<file path="src/rtl/instr_fetch.sv">
// Instruction fetch front end: issues sequential word fetches, buffers in-order
// responses in a small FIFO for the decoder, and discards stale responses after a redirect.
module instr_fetch #(
  parameter logic [31:0] RESET_PC = 32'h0000_0000,
  parameter int          DEPTH    = 2
) (
  input  logic        clk,
  input  logic        rst_n,
  output logic        imem_req_valid,
  input  logic        imem_req_ready,
  output logic [31:0] imem_req_addr,
  input  logic        imem_resp_valid,
  input  logic [31:0] imem_resp_data,
  input  logic        redirect_valid,
  input  logic [31:0] redirect_pc,
  output logic        instr_valid,
  input  logic        instr_ready,
  output logic [31:0] instr,
  output logic [31:0] instr_pc,
  output logic [31:0] instr_pc_next
);
  localparam int PW = $clog2(DEPTH);
  localparam int CW = PW + 1;

  typedef struct packed {
    logic [31:0] instr;
    logic [31:0] pc;
  } ent_t;

  ent_t          buf_q [DEPTH];
  logic [31:0]   fetch_pc_q, fetch_pc_d, resp_pc_q, resp_pc_d;
  logic [CW-1:0] inflight_q, inflight_d, drop_q, drop_d, count_q, count_d;
  logic [PW-1:0] rd_q, rd_d, wr_q, wr_d;
  logic [CW:0]   occ;
  logic          pop, req_fire, resp_acc, push;
  ent_t          head;

  // A response with nothing outstanding is a protocol error and is ignored.
  assign resp_acc = imem_resp_valid & (inflight_q != '0);
  assign push     = resp_acc & (drop_q == '0) & !redirect_valid;
  assign pop      = instr_valid & instr_ready;
  assign req_fire = imem_req_valid & imem_req_ready;

  // Outstanding requests plus buffered entries never exceed DEPTH, so pushes always fit.
  assign occ            = {1'b0, inflight_q} + {1'b0, count_q} - {{CW{1'b0}}, pop};
  assign imem_req_valid = rst_n & !redirect_valid & (occ < (CW+1)'(DEPTH));
  assign imem_req_addr  = fetch_pc_q;

  assign head          = buf_q[rd_q];
  assign instr_valid   = rst_n & (count_q != '0) & !redirect_valid;
  assign instr         = rst_n ? head.instr : 32'h0;
  assign instr_pc      = rst_n ? head.pc : 32'h0;
  assign instr_pc_next = rst_n ? head.pc + 32'd4 : 32'h0;

  always_comb begin
    fetch_pc_d = fetch_pc_q;
    resp_pc_d  = resp_pc_q;
    inflight_d = inflight_q;
    drop_d     = drop_q;
    count_d    = count_q;
    rd_d       = rd_q;
    wr_d       = wr_q;
    if (redirect_valid) begin
      fetch_pc_d = redirect_pc & 32'hFFFF_FFFC;
      resp_pc_d  = redirect_pc & 32'hFFFF_FFFC;
      inflight_d = inflight_q - CW'(resp_acc);
      drop_d     = inflight_q - CW'(resp_acc);
      count_d    = '0;
      rd_d       = '0;
      wr_d       = '0;
    end else begin
      if (req_fire) fetch_pc_d = fetch_pc_q + 32'd4;
      inflight_d = inflight_q + CW'(req_fire) - CW'(resp_acc);
      if (resp_acc && drop_q != '0) drop_d = drop_q - 1'b1;
      if (push) begin
        resp_pc_d = resp_pc_q + 32'd4;
        wr_d      = wr_q + 1'b1;
      end
      if (pop) rd_d = rd_q + 1'b1;
      count_d = count_q + CW'(push) - CW'(pop);
    end
  end

  always_ff @(posedge clk or negedge rst_n) begin
    if (!rst_n) begin
      fetch_pc_q <= RESET_PC;
      resp_pc_q  <= RESET_PC;
      inflight_q <= '0;
      drop_q     <= '0;
      count_q    <= '0;
      rd_q       <= '0;
      wr_q       <= '0;
    end else begin
      fetch_pc_q <= fetch_pc_d;
      resp_pc_q  <= resp_pc_d;
      inflight_q <= inflight_d;
      drop_q     <= drop_d;
      count_q    <= count_d;
      rd_q       <= rd_d;
      wr_q       <= wr_d;
    end
  end

  always_ff @(posedge clk) begin
    if (push) buf_q[wr_q] <= '{instr: imem_resp_data, pc: resp_pc_q};
  end

`ifndef SYNTHESIS
  a_no_overflow: assert property (@(posedge clk) disable iff (!rst_n)
    !(push && !pop && count_q == CW'(DEPTH)));
`endif
endmodule

</file>
<file path="config.mk">
export PLATFORM = sky130hd
export DESIGN_NAME = instr_fetch
export DESIGN_NICKNAME = d
export VERILOG_FILES = /design/src/rtl/instr_fetch.sv
export SDC_FILE = /design/constraint.sdc
export NUM_CORES = 1
export LEC_CHECK = 0
export BUFFER_PORTS_ARGS = -buffer_cell sky130_fd_sc_hd__buf_2
export CAP_MARGIN = 40
export CORE_ASPECT_RATIO = 1.5
export CORE_UTILIZATION = 40
export DETAILED_ROUTE_END_ITERATION = 16
export PLACE_DENSITY = 0.71
export SLEW_MARGIN = 20
export SYNTH_ARGS = -nofsm -noshare
export SYNTH_HDL_FRONTEND = slang
export SYNTH_SLANG_ARGS = --single-unit
</file>
<file path="constraint.sdc">
create_clock -name clk -period 5.53 [get_ports clk]
set_input_delay 1.3825 -clock clk [delete_from_list [all_inputs] [get_ports clk]]
set_output_delay 1.3825 -clock clk [all_outputs]
set_load 0.01 [all_outputs]
</file>
---- After elaboration in Yosys (flattened, before gate mapping) ----
Memory sizes are Yosys's and may differ from the RTL's.
Cells that the tools add are included.
cells by class
  mux-type cells .......................... 17
  $lt $le $gt $ge ......................... 1
  reductions and logical operators ........ 10
  $add $sub $neg .......................... 13
  bitwise operators ....................... 9
operators by type and width
  kind                                                                           count
  32-bit 2-to-1 mux                                                              7
  32-bit by 3-bit adder with 32-bit output (second input constant)               3
  2-bit nonzero test                                                             7
  1-bit bitwise AND                                                              9
  2-bit 2-to-1 mux                                                               4
  1-bit 2-to-1 mux                                                               6
  2-bit by 1-bit subtractor with 2-bit output                                    3
  2-bit by 1-bit adder with 2-bit output                                         2
  2-bit by 2-bit adder with 3-bit output                                         1
  3-bit by 2-bit less-than comparator with 1-bit output (second input constant)  1
  3-bit by 1-bit subtractor with 3-bit output                                    1
  1-bit adder (second input constant)                                            2
  2-bit zero test                                                                1
  2-bit by 1-bit subtractor with 2-bit output (second input constant)            1
  1-bit logical AND                                                              1
  1-bit zero test                                                                1
storage, ports and cells
  bits in writable memories ............... 128
  memories kept ........................... 1
  flip-flop bits (word level) ............. 72
memories
  name   words  width  read ports  clocked after Yosys merged registers in  wr ports  RTL line  source
  buf_q  2      64     1           0                                        1         30        ent_t buf_q [DEPTH];

---- Logic depth before layout (Yosys ltp) ----
Gate-level depths: netlist of run 1.
  depth in word-level cells ............... 11
  depth in mapped cells ................... 17
  mapped depth without buffers ............ 15

---- Worst setup path before layout of run 1 ----
No wires, ideal clock.
  kind .................................... in2reg
  start ................................... input port redirect_valid
  end ..................................... memory buf_q[0][10] (netlist bit) (enable)
  arrival time ............................ 4.425 ns
  stages on the path ...................... 4
  buffers on the path ..................... 1
  library setup time ...................... 0.482 ns
  setup slack ............................. 0.622 ns
  required time ........................... 5.048 ns
  path through ............................ inv_1 > clkbuf_1 > nand2_1 > nor2_1
between the ends
  longest elaborated chain between the ends .. 4
ends and longest elaborated chain
  element                                 RTL line  source
  start, declared                         14        input logic redirect_valid,
  1-bit zero test                         40        assign push = resp_acc & (drop_q == '0) & !redirect_valid;
  1-bit bitwise AND                       40
  1-bit 2-to-1 mux                        105       if (push) buf_q[wr_q] <= '{instr: imem_resp_data, pc: resp_pc_q};
  1-bit 2-to-1 mux (implied by the code)  105
  end, declared                           30
No other way between the ends.

---- Worst setup path after layout of run 1 ----
  start ................................... register rd_q
  end ..................................... output port instr_pc_next[31]
between the ends
  longest elaborated chain between the ends .. 3
ends and longest elaborated chain
  element                                   RTL line  source
  start, declared                           33        logic [PW-1:0] rd_q, rd_d, wr_q, wr_d;
  start signal, assigned                    99        rd_q <= rd_d;
  memory 2 x 64 bit                         -
  32-bit by 3-bit adder with 32-bit output  53        assign instr_pc_next = rst_n ? head.pc + 32'd4 : 32'h0;
  32-bit 2-to-1 mux                         53
  end, declared                             20        output logic [31:0] instr_pc_next
No other way between the ends.

==> run metrics, run 1 <==
design area 11600 µm²; CP max stage cell dfrtp_4; post_cts resized 0; Critical Path RT 4.15 ns; top_reg_cell synth edfxtp_1; DR vias 7098; Tot GR Track Use 18.1%; GRT overflow 0; Starting Density 41.0%; ratio of cells with drive above 1 in the final layout 27.9%; Routed Wire Length 22.5 mm; Power Density 317 nW/µm²; gpl congestion 0.843; Core Rows 69; register bit total from synthesis 192; H-tree depth 4; ant diodes 0; pre-CTS setup slack 0.705 ns; clk_lat worst skew 0.43 ns; YS warnings 0; period utilization 89.2%; final hold vios 0; CTS buffer count 17; maximum root-to-sink buffer count 2; slew margin rel. 45.2%; total power 3.69 mW; Placed Instances 1337; worst vdd ir 224 µV; upper clock frequency limit 203 MHz; initial antenna violation count 0; Setup-failing EPs final 0; number of nets in the layout 1119; synthesis-to-layout area growth 19.7%; Crit path largest cell delay 0.72 ns; Max Cap Viol 0; vias in the first global route 6765; leakage 4.51 nW; post-CTS setup buffers 0; Placed Area 11000 µm²; DP HPWL 16.7 mm; core area 23700 µm²; Fin Hold WS 0.504 ns; clock root cell clkbuf_16; status completed; die width 129 µm; largest net degree at the start of global routing 77; Syn Area/Cell 11.4 µm²; Netlist cell types 62; worst min-delay path class flip-flop to flip-flop; quantity of hold-fixing buffers added after cts 0; worst clock skew 0.0145 ns; RSZ-0062 raised after global routing false; chip height 193 µm; fin. max-slew vios 0; die area 24900 µm²; Post-synth EDFFs 124; crit path kind flip-flop to output pin; Final Worst Setup Slack 0.596 ns; CP endpoint kind output pin; Mapped Cells 851; clk slew on worst S/H paths 0.07 ns; Cell Area, Synth 9720 µm²; post-synthesis sequential area ratio 55.8%; Initial DRC Count 399; via density per instance 5.18; Crit path buffers/inverters 2; drt drc 0; CP top delay family simple AND/OR/NAND/NOR gates; # clock sinks 192; CTS tree done; wire length per cell 16.4 µm; IO Pins 200; Crit Path Max Fanout 40; Sum Neg Setup Slack 0 ns; Routed Antenna Nets 0; ys async rst share 35.4%; CP arrival 3.55 ns; minimum clock period 4.93 ns; worst-margin pin slew 0.821 ns; final std cells w/o fill 1369; IO Port Bufs 191; worst path cell trace buf_4 > nand4_1 > a211oi_2 > nand3_1 > nor4b_2 > mux2_1 > buf_2; drt pass-1 iters 5; first-pass GRT wire length 34.7 mm; Setup crit start kind flip-flop; Core Util, Final 49.0%
[worst reg2reg max path: stages, from the launching register on]
cell and delay (ns):
dfrtp_1 0.38, inv_1 0.08, a211oi_1 0.28, and2_1 0.25
ha_1 0.25, nand2b_1 0.15, fa_1 0.48, nand3b_1 0.21
nor4_2 0.64, buf_4 0.25, nand4_1 0.11, xnor2_1 0.14
mux2_2 0.26
[layout make-up]
type                       instances  area [µm²]
sequential                       192        5430
timing repair buffer             211        1130
multi-input combinational        589        3970
clock inverter                     8        60.1
fill                            2142       12100
clock buffer                      24         548
tap                              319         399
inverter                          26        97.6
[registers in the layout (all words and copies together) (netlist names)]
register	flops
buf_q	124
count_q	2
drop_q	2
imem_req_addr	30
inflight_q	2
rd_q	1
resp_pc_q	30
wr_q	1
[kinds of logic (layout without fill, tap and decap cells)]
kind of cell	after synthesis	in the layout	synth area share, %
AOI/OAI and AO/OA	110	110	7.55
xor gates and xnor gates	60	60	5.40
adders and majority gates	12	12	1.62
buffers and inverters	75	269	3.65
DFF	192	192	55.8
muxes	77	77	8.18
other	1	6	0.0386
and+or+nand+nor	324	324	17.7
[synthesized netlist by cell type, drive strengths merged, types with 2 or more instances]
library cell | count | area, µm²
nand3b | 8 | 60.1
and2 | 13 | 81.3
buf | 31 | 190
o31ai | 8 | 60.1
edfxtp | 124 | 3720
o211ai | 7 | 52.6
a21oi | 16 | 80.1
or4 | 6 | 45.0
mux2i | 57 | 571
o41ai | 2 | 17.5
and3 | 12 | 75.1
clkbuf | 18 | 67.6
nor4 | 10 | 113
a211oi | 5 | 47.5
nand2 | 71 | 267
nand3 | 37 | 185
nor2b | 6 | 37.5
a31oi | 5 | 31.3
nand4b | 6 | 82.6
xnor2 | 46 | 403
dfrtp | 68 | 1700
mux2 | 20 | 225
and4 | 3 | 26.3
a221oi | 2 | 17.5
nor3 | 19 | 145
a32o | 2 | 20.0
a22oi | 7 | 62.6
nor2 | 99 | 372
o221ai | 3 | 26.3
nand2b | 5 | 31.3
o311ai | 4 | 35.0
o21ai | 38 | 190
xor2 | 14 | 123
inv | 26 | 97.6
a31o | 3 | 26.3
nand4 | 27 | 181
ha | 11 | 138
[worst paths after layout]
check / start / endpoint / slack, ns / cells after the start
setup / recovery: rd_q / instr_pc_next[31] / 0.60 / 7
hold / removal: resp_pc_q[13] / buf_q[1][13] / 0.50 / 0
setup reg to reg: count_q[1] / imem_req_addr[10] / 1.95 / 12
hold reg to reg: resp_pc_q[13] / buf_q[1][13] / 0.50 / 0
max in group asynchronous: rst_n / rd_q / 3.67 / 4
min in group asynchronous: rst_n / count_q[0] / 0.92 / 2
[cell usage in the layout, fill, tap and decap left out, types with 13 or more instances in the layout]
cell type / count
nor2_1: 98
buf_2: 190
a21oi_1: 16
nand3_1: 37
xnor2_1: 46
and2_1: 13
buf_4: 19
inv_1: 24
mux2i_1: 57
nand2_1: 71
o21ai_0: 23
dfrtp_1: 67
o21ai_1: 15
xor2_1: 14
clkbuf_16: 21
mux2_2: 16
edfxtp_1: 124
nand4_1: 25
[report_power, final]
group,switching (mW),internal [mW],total (mW)
Sequential,0.123,1.68,1.80
Clock,0.520,0.703,1.22
Combinational,0.386,0.279,0.665
Total,1.03,2.66,3.69
[per-layer routing]
layer  track usage, %  vias to the layer above  wire length, µm
met1             21.1                     3408             9110
met5                0                        -                0
met4             6.74                        0              464
met2             33.2                      206            11900
met3             2.65                       28             1020
li1                 -                     3456                -
No activity file was read; power rests on OpenSTA's default activity.
==> run 2, diff against run 1 <==
--- a/config.mk
+++ b/config.mk
@@ -10,7 +10,6 @@
 export CORE_ASPECT_RATIO = 1.5
 export CORE_UTILIZATION = 40
 export DETAILED_ROUTE_END_ITERATION = 16
-export PLACE_DENSITY = 0.71
 export SLEW_MARGIN = 20
 export SYNTH_ARGS = -nofsm -noshare
 export SYNTH_HDL_FRONTEND = slang
==> run metrics, run 2 (synthesis gave the netlist of run 1 again) <==
Placed Area 11000 µm² (+0.16%); status completed; initial antenna violation count 0 (unchanged); DR vias 7083 (-0.21%); CTS buffer count 17 (unchanged); period utilization 86.5% (-2.7 points); combinational fraction of design power 18.4% (+0.4 points); quantity of hold-fixing buffers added after cts 0 (unchanged); CP max stage cell fa_1; IO Pins 200 (unchanged); ratio of cells with drive above 1 in the final layout 28.0% (+0.095 points); number of flip-flops in the largest register 124 (unchanged); number of nets in the layout 1119 (unchanged); clock root cell clkbuf_16; worst min-delay path class flip-flop to flip-flop; fin. max-slew vios 0 (unchanged); Crit path largest cell delay 0.49 ns (-0.23 ns); Tot GR Track Use 19.1% (+1.0 points); Flop pwr share 48.5% (-0.4 points); min-delay src resp_pc_q[13]; via density per instance 5.17 (-0.21%); Max Cap Viol 0 (unchanged); # clock sinks 192 (unchanged); first-pass GRT wire length 36.1 mm (+4.3%); CP arrival 3.40 ns (-0.15 ns); leakage 4.51 nW (about the same); post_cts resized 0 (unchanged); minimum clock period 4.79 ns (-0.148 ns); Power Density 318 nW/µm² (+0.21%); H-tree depth 4 (unchanged); Core Rows 69 (unchanged); DP HPWL 16.6 mm (-0.32%); Hold Path Depth 0 (unchanged); Sum Neg Setup Slack 0 ns (unchanged); CTS tree done; drt pass-1 iters 4 (-1); Final Worst Setup Slack 0.744 ns (+0.148 ns); chip height 193 µm (unchanged); commonest non-fill, non-tap cell in the layout buf_2; IO Port Bufs 191 (unchanged); pre-CTS setup slack 0.721 ns (+0.0164 ns); post-CTS setup buffers 0 (unchanged); internal power 2.64 mW (-0.70%); worst reg2reg path endpoint inflight_q[1]; Setup crit start kind input port; design area 11700 µm² (+0.35%); crit path kind input port to output pin; Clock Power Share 33.2% (about the same); Switch Pwr 1.07 mW (+3.8%); Worst R2R Path Depth 16 (+4); total power 3.71 mW (+0.57%); worst-margin pin slew 0.846 ns (+0.0244 ns); Crit Path Max Fanout 4 (-90%); clk_lat worst skew 0.44 ns (about the same); Routed Antenna Nets 0 (unchanged); worst clock skew 0.0164 ns (+0.00195 ns); gpl congestion 0.853 (+1.1%); slew margin rel. 43.6% (-1.6 points); Routed Wire Length 23.2 mm (+3.5%); largest net degree at the start of global routing 86 (+12%); worst vdd ir 224 µV (about the same); commonest non-fill, non-tap cells in the layout buf_2 (190), edfxtp_1 (124), nor2_1 (98); Hold EP buf_q[0][13]; R2R Path Start count_q[1]; die width 129 µm (unchanged); Critical Path RT 4.15 ns (about the same); CP endpoint kind output pin; wire length per cell 17.0 µm (+3.5%); core area 23700 µm² (unchanged); Initial DRC Count 363 (-9.0%); Starting Density 41.0% (unchanged); clk slew on worst S/H paths 0.08 ns (about the same); drt drc 0 (unchanged); switching share of power 28.8% (+0.91 points); vias in the first global route 6899 (+2.0%); worst path cell trace buf_4 > inv_2 > a211oi_1 > and2_1 > ha_1 > nand2b_1 > fa_1 > nand3b_1 > nor2_1 > buf_2; final hold vios 0 (unchanged); ant diodes 0 (unchanged); Setup-failing EPs final 0 (unchanged); GRT overflow 0 (unchanged); RSZ-0062 raised after global routing false; maximum root-to-sink buffer count 2 (unchanged); die area 24900 µm² (unchanged); Core Util, Final 49.2% (+0.17 points); synthesis-to-layout area growth 20.1%; Biggest register buf_q; upper clock frequency limit 209 MHz (+3.1%); Reg2Reg Setup Slack 1.84 ns (-0.11 ns)
[run 2: cell count changes in the layout (fill, tap and decap cells not counted), sizes merged]
cell    delta
bufinv     +1
clkbuf     -5
clkinv     +4
[run 2: how the worst max path moves through the flow]
stage,from,end,slack [ns],cells after the start
after global placement,rst_n,imem_req_valid,0.77,10
after CTS,rst_n,imem_req_valid,0.72,10
final,rst_n,imem_req_valid,0.74,10
after detailed placement,rst_n,imem_req_valid,0.72,10
after floorplan,redirect_valid,buf_q[0][10],0.62,4
after global routing,rst_n,imem_req_valid,0.58,10
[run 2: cell type report]
| cell class | count | area [µm²] |
|---|---|---|
| clock inverters | 13 | 140 |
| inverters | 26 | 97.6 |
| multi-input cells | 589 | 3970 |
| well taps | 319 | 399 |
| clock buffers | 19 | 464 |
| fillers | 2233 | 12100 |
| repair buffers | 211 | 1180 |
| flip-flops and latches | 192 | 5430 |
[run 2: per-layer routing]
metal | up-vias | track usage [%] | share of wire [%]
li1 | 3462 | - | -
met1 | 3380 | 22.2 | 41
met2 | 209 | 34.0 | 52
met3 | 32 | 3.89 | 4.6
met4 | 0 | 7.92 | 2.3
met5 | - | 0 | 0
[run 2: power groups by stage]
stage	clock (mW)	combinational [mW]	sequential (mW)
finish	1.23	0.682	1.80
global route	1.33	0.765	1.82
CTS	1.28	0.691	1.80
detailed placement	0	0.686	1.83
global placement	0	0.667	1.82
floorplan	0	0.429	1.81
[run 2: critical path: cells and delay by family]
kind	cells	cell delay, ns
and+or+nand+nor	4	0.75
adders and majority gates	2	0.73
AOI/OAI and AO/OA	1	0.26
buffers and inverters	3	0.27
[run 2: through the flow]
| step | cells | hold WS (ns) |
|---|---|---|
| floorplan | 856 | 0.442 |
| global placement | 1333 | 0.464 |
| detailed placement | 1336 | 0.471 |
| CTS | 1368 | 0.497 |
| global route | 1369 | 0.522 |
| finish | 1369 | 0.492 |
==> run 3, diff against run 2 <==
--- a/config.mk
+++ b/config.mk
@@ -8,7 +8,7 @@
 export BUFFER_PORTS_ARGS = -buffer_cell sky130_fd_sc_hd__buf_2
 export CAP_MARGIN = 40
 export CORE_ASPECT_RATIO = 1.5
-export CORE_UTILIZATION = 40
+export CORE_UTILIZATION = 29
 export DETAILED_ROUTE_END_ITERATION = 16
 export SLEW_MARGIN = 20
 export SYNTH_ARGS = -nofsm -noshare
==> run metrics, run 3 (synthesis gave the netlist of run 1 again) <==
status completed; DR vias 7137 (+0.76%); core area 32800 µm² (+38%); commonest non-fill, non-tap cells in the layout buf_2 (190), edfxtp_1 (124), nor2_1 (98); RSZ-0062 raised after global routing false; ant diodes 0 (unchanged); via density per instance 4.86 (-6.1%); Setup crit start kind flip-flop; worst-margin pin slew 0.772 ns (-0.0741 ns); Routed Wire Length 25.0 mm (+7.8%); commonest non-fill, non-tap cell in the layout buf_2; Max Used Layer met4; maximum root-to-sink buffer count 2 (unchanged); Hold Path Depth 0 (unchanged); die width 152 µm (+17%); drt drc 0 (unchanged); worst min-delay path class flip-flop to flip-flop; Reg2Reg Setup Slack 2.01 ns (+0.17 ns); final std cells w/o fill 1469 (+7.3%); leakage 4.52 nW (+0.12%); Initial DRC Count 367 (+1.1%); Critical Path RT 4.15 ns (about the same); Crit Path Max Fanout 41 (+37); # clock sinks 192 (unchanged); largest net degree at the start of global routing 77 (-10%); clk slew on worst S/H paths 0.07 ns (about the same); gpl congestion 0.827 (-3.0%); worst reg2reg path endpoint inflight_q[1]; CP endpoint kind output pin; Routed Antenna Nets 0 (unchanged); post-CTS setup buffers 0 (unchanged); quantity of hold-fixing buffers added after cts 0 (unchanged); final hold vios 0 (unchanged); ratio of cells with drive above 1 in the final layout 28.2% (+0.18 points); Worst R2R Path Depth 15 (-1); R2R Path Start count_q[1]; vias in the first global route 7055 (+2.3%); upper clock frequency limit 203 MHz (-2.7%); Tot GR Track Use 15.1% (-4.1 points); Max Cap Viol 0 (unchanged); first-pass GRT wire length 38.6 mm (+6.8%); synthesis-to-layout area growth 21.1%; routed wl met3 1.19 mm (+11%); IO Pins 200 (unchanged); CP arrival 3.54 ns (+0.14 ns); Placed Instances 1433 (+7.3%); clk_lat worst skew 0.46 ns (+0.02 ns); CTS buffer count 17 (unchanged); Core Rows 81 (+17%); number of nets in the layout 1123 (+0.36%); fin. max-slew vios 0 (unchanged); chip height 226 µm (+17%); worst clock skew 0.0107 ns (-0.00574 ns); Biggest register buf_q; Sum Neg Setup Slack 0 ns (unchanged); clock root cell clkbuf_16; number of flip-flops in the largest register 124 (unchanged); min-delay src resp_pc_q[13]; Hold EP buf_q[0][13]; drt pass-1 iters 5 (+1); die area 34300 µm² (+37%); slew margin rel. 48.4% (+4.8 points); Setup-failing EPs final 0 (unchanged); Fin Hold WS 0.489 ns (-0.00329 ns); H-tree depth 4 (unchanged); post_cts resized 0 (unchanged); Starting Density 29.6% (-11 points); Detail Route met2 WL 12.9 mm (+6.8%); worst vdd ir 207 µV (-7.7%); initial antenna violation count 0 (unchanged); CTS tree done; DP HPWL 18.6 mm (+12%); Met1 Wirelength 10.3 mm (+8.1%); crit path kind flip-flop to output pin; Power Density 315 nW/µm² (-1.1%); wire length per cell 17.1 µm (+0.43%); IO Port Bufs 191 (unchanged); GRT overflow 0 (unchanged); minimum clock period 4.92 ns (+0.133 ns); period utilization 89.0% (+2.4 points)
==> run 3: cell count changes in the layout (fill, tap and decap cells not counted), sizes merged <==
cell / change
clkinv: -4
clkbuf: +1
inv: +3
buf: +4
==> run 3: worst max-delay path: stages, from the launching register on <==
cell and delay, ns:
dfrtp_4 0.75, mux2i_1 0.22, inv_1 0.12, ha_1 0.23, nand4b_1 0.17, a22oi_2 0.39
nand4_2 0.25, a211oi_1 0.42, mux2_1 0.36, buf_2 0.14
==> run 3: through the flow <==
stage                     util [%]  instance area [µm²]  power (mW)  setup WS [ns]
after global placement        33.9                11100        2.50          0.619
after detailed placement      33.9                11100        2.52          0.585
after global routing          35.8                11800        3.91          0.391
final                         35.8                11800        3.70          0.611
after floorplan                  -                 9740        2.24          0.622
after CTS                     35.6                11700        3.75          0.534
==> run 3: final cells by class <==
class | count | area, µm²
fill | 3339 | 21100
tap | 415 | 519
inverter | 26 | 97.6
multi-input combinational | 589 | 3970
clock buffer | 20 | 450
timing repair buffer | 215 | 1180
sequential | 192 | 5430
clock inverter | 12 | 121
==> run 3: worst max-delay path by stage <==
stage / start / end / slack, ns / cells past startpoint
3_3_place_gp: rst_n / imem_req_valid / 0.62 / 10
4_1_cts: rd_q / instr_pc_next[26] / 0.53 / 9
5_1_grt: rd_q / instr_pc_next[26] / 0.39 / 9
3_5_place_dp: rst_n / imem_req_valid / 0.59 / 10
6_report: rd_q / instr_pc_next[26] / 0.61 / 9
2_1_floorplan: redirect_valid / buf_q[0][10] / 0.62 / 4
==> run 3: routing by layer <==
metal | up-vias | global-route usage [%]
met2 | 219 | 26.4
met4 | 0 | 6.93
met3 | 33 | 2.41
met1 | 3405 | 17.8
li1 | 3480 | -
met5 | - | 0
==> run 3: power breakdown <==
group | switching, mW | leakage [nW] | total [mW] | internal, mW
logic | 0.394 | 2.29 | 0.680 | 0.286
registers | 0.123 | 1.94 | 1.80 | 1.68
clock network | 0.570 | 0.285 | 1.22 | 0.650
total | 1.09 | 4.52 | 3.70 | 2.62
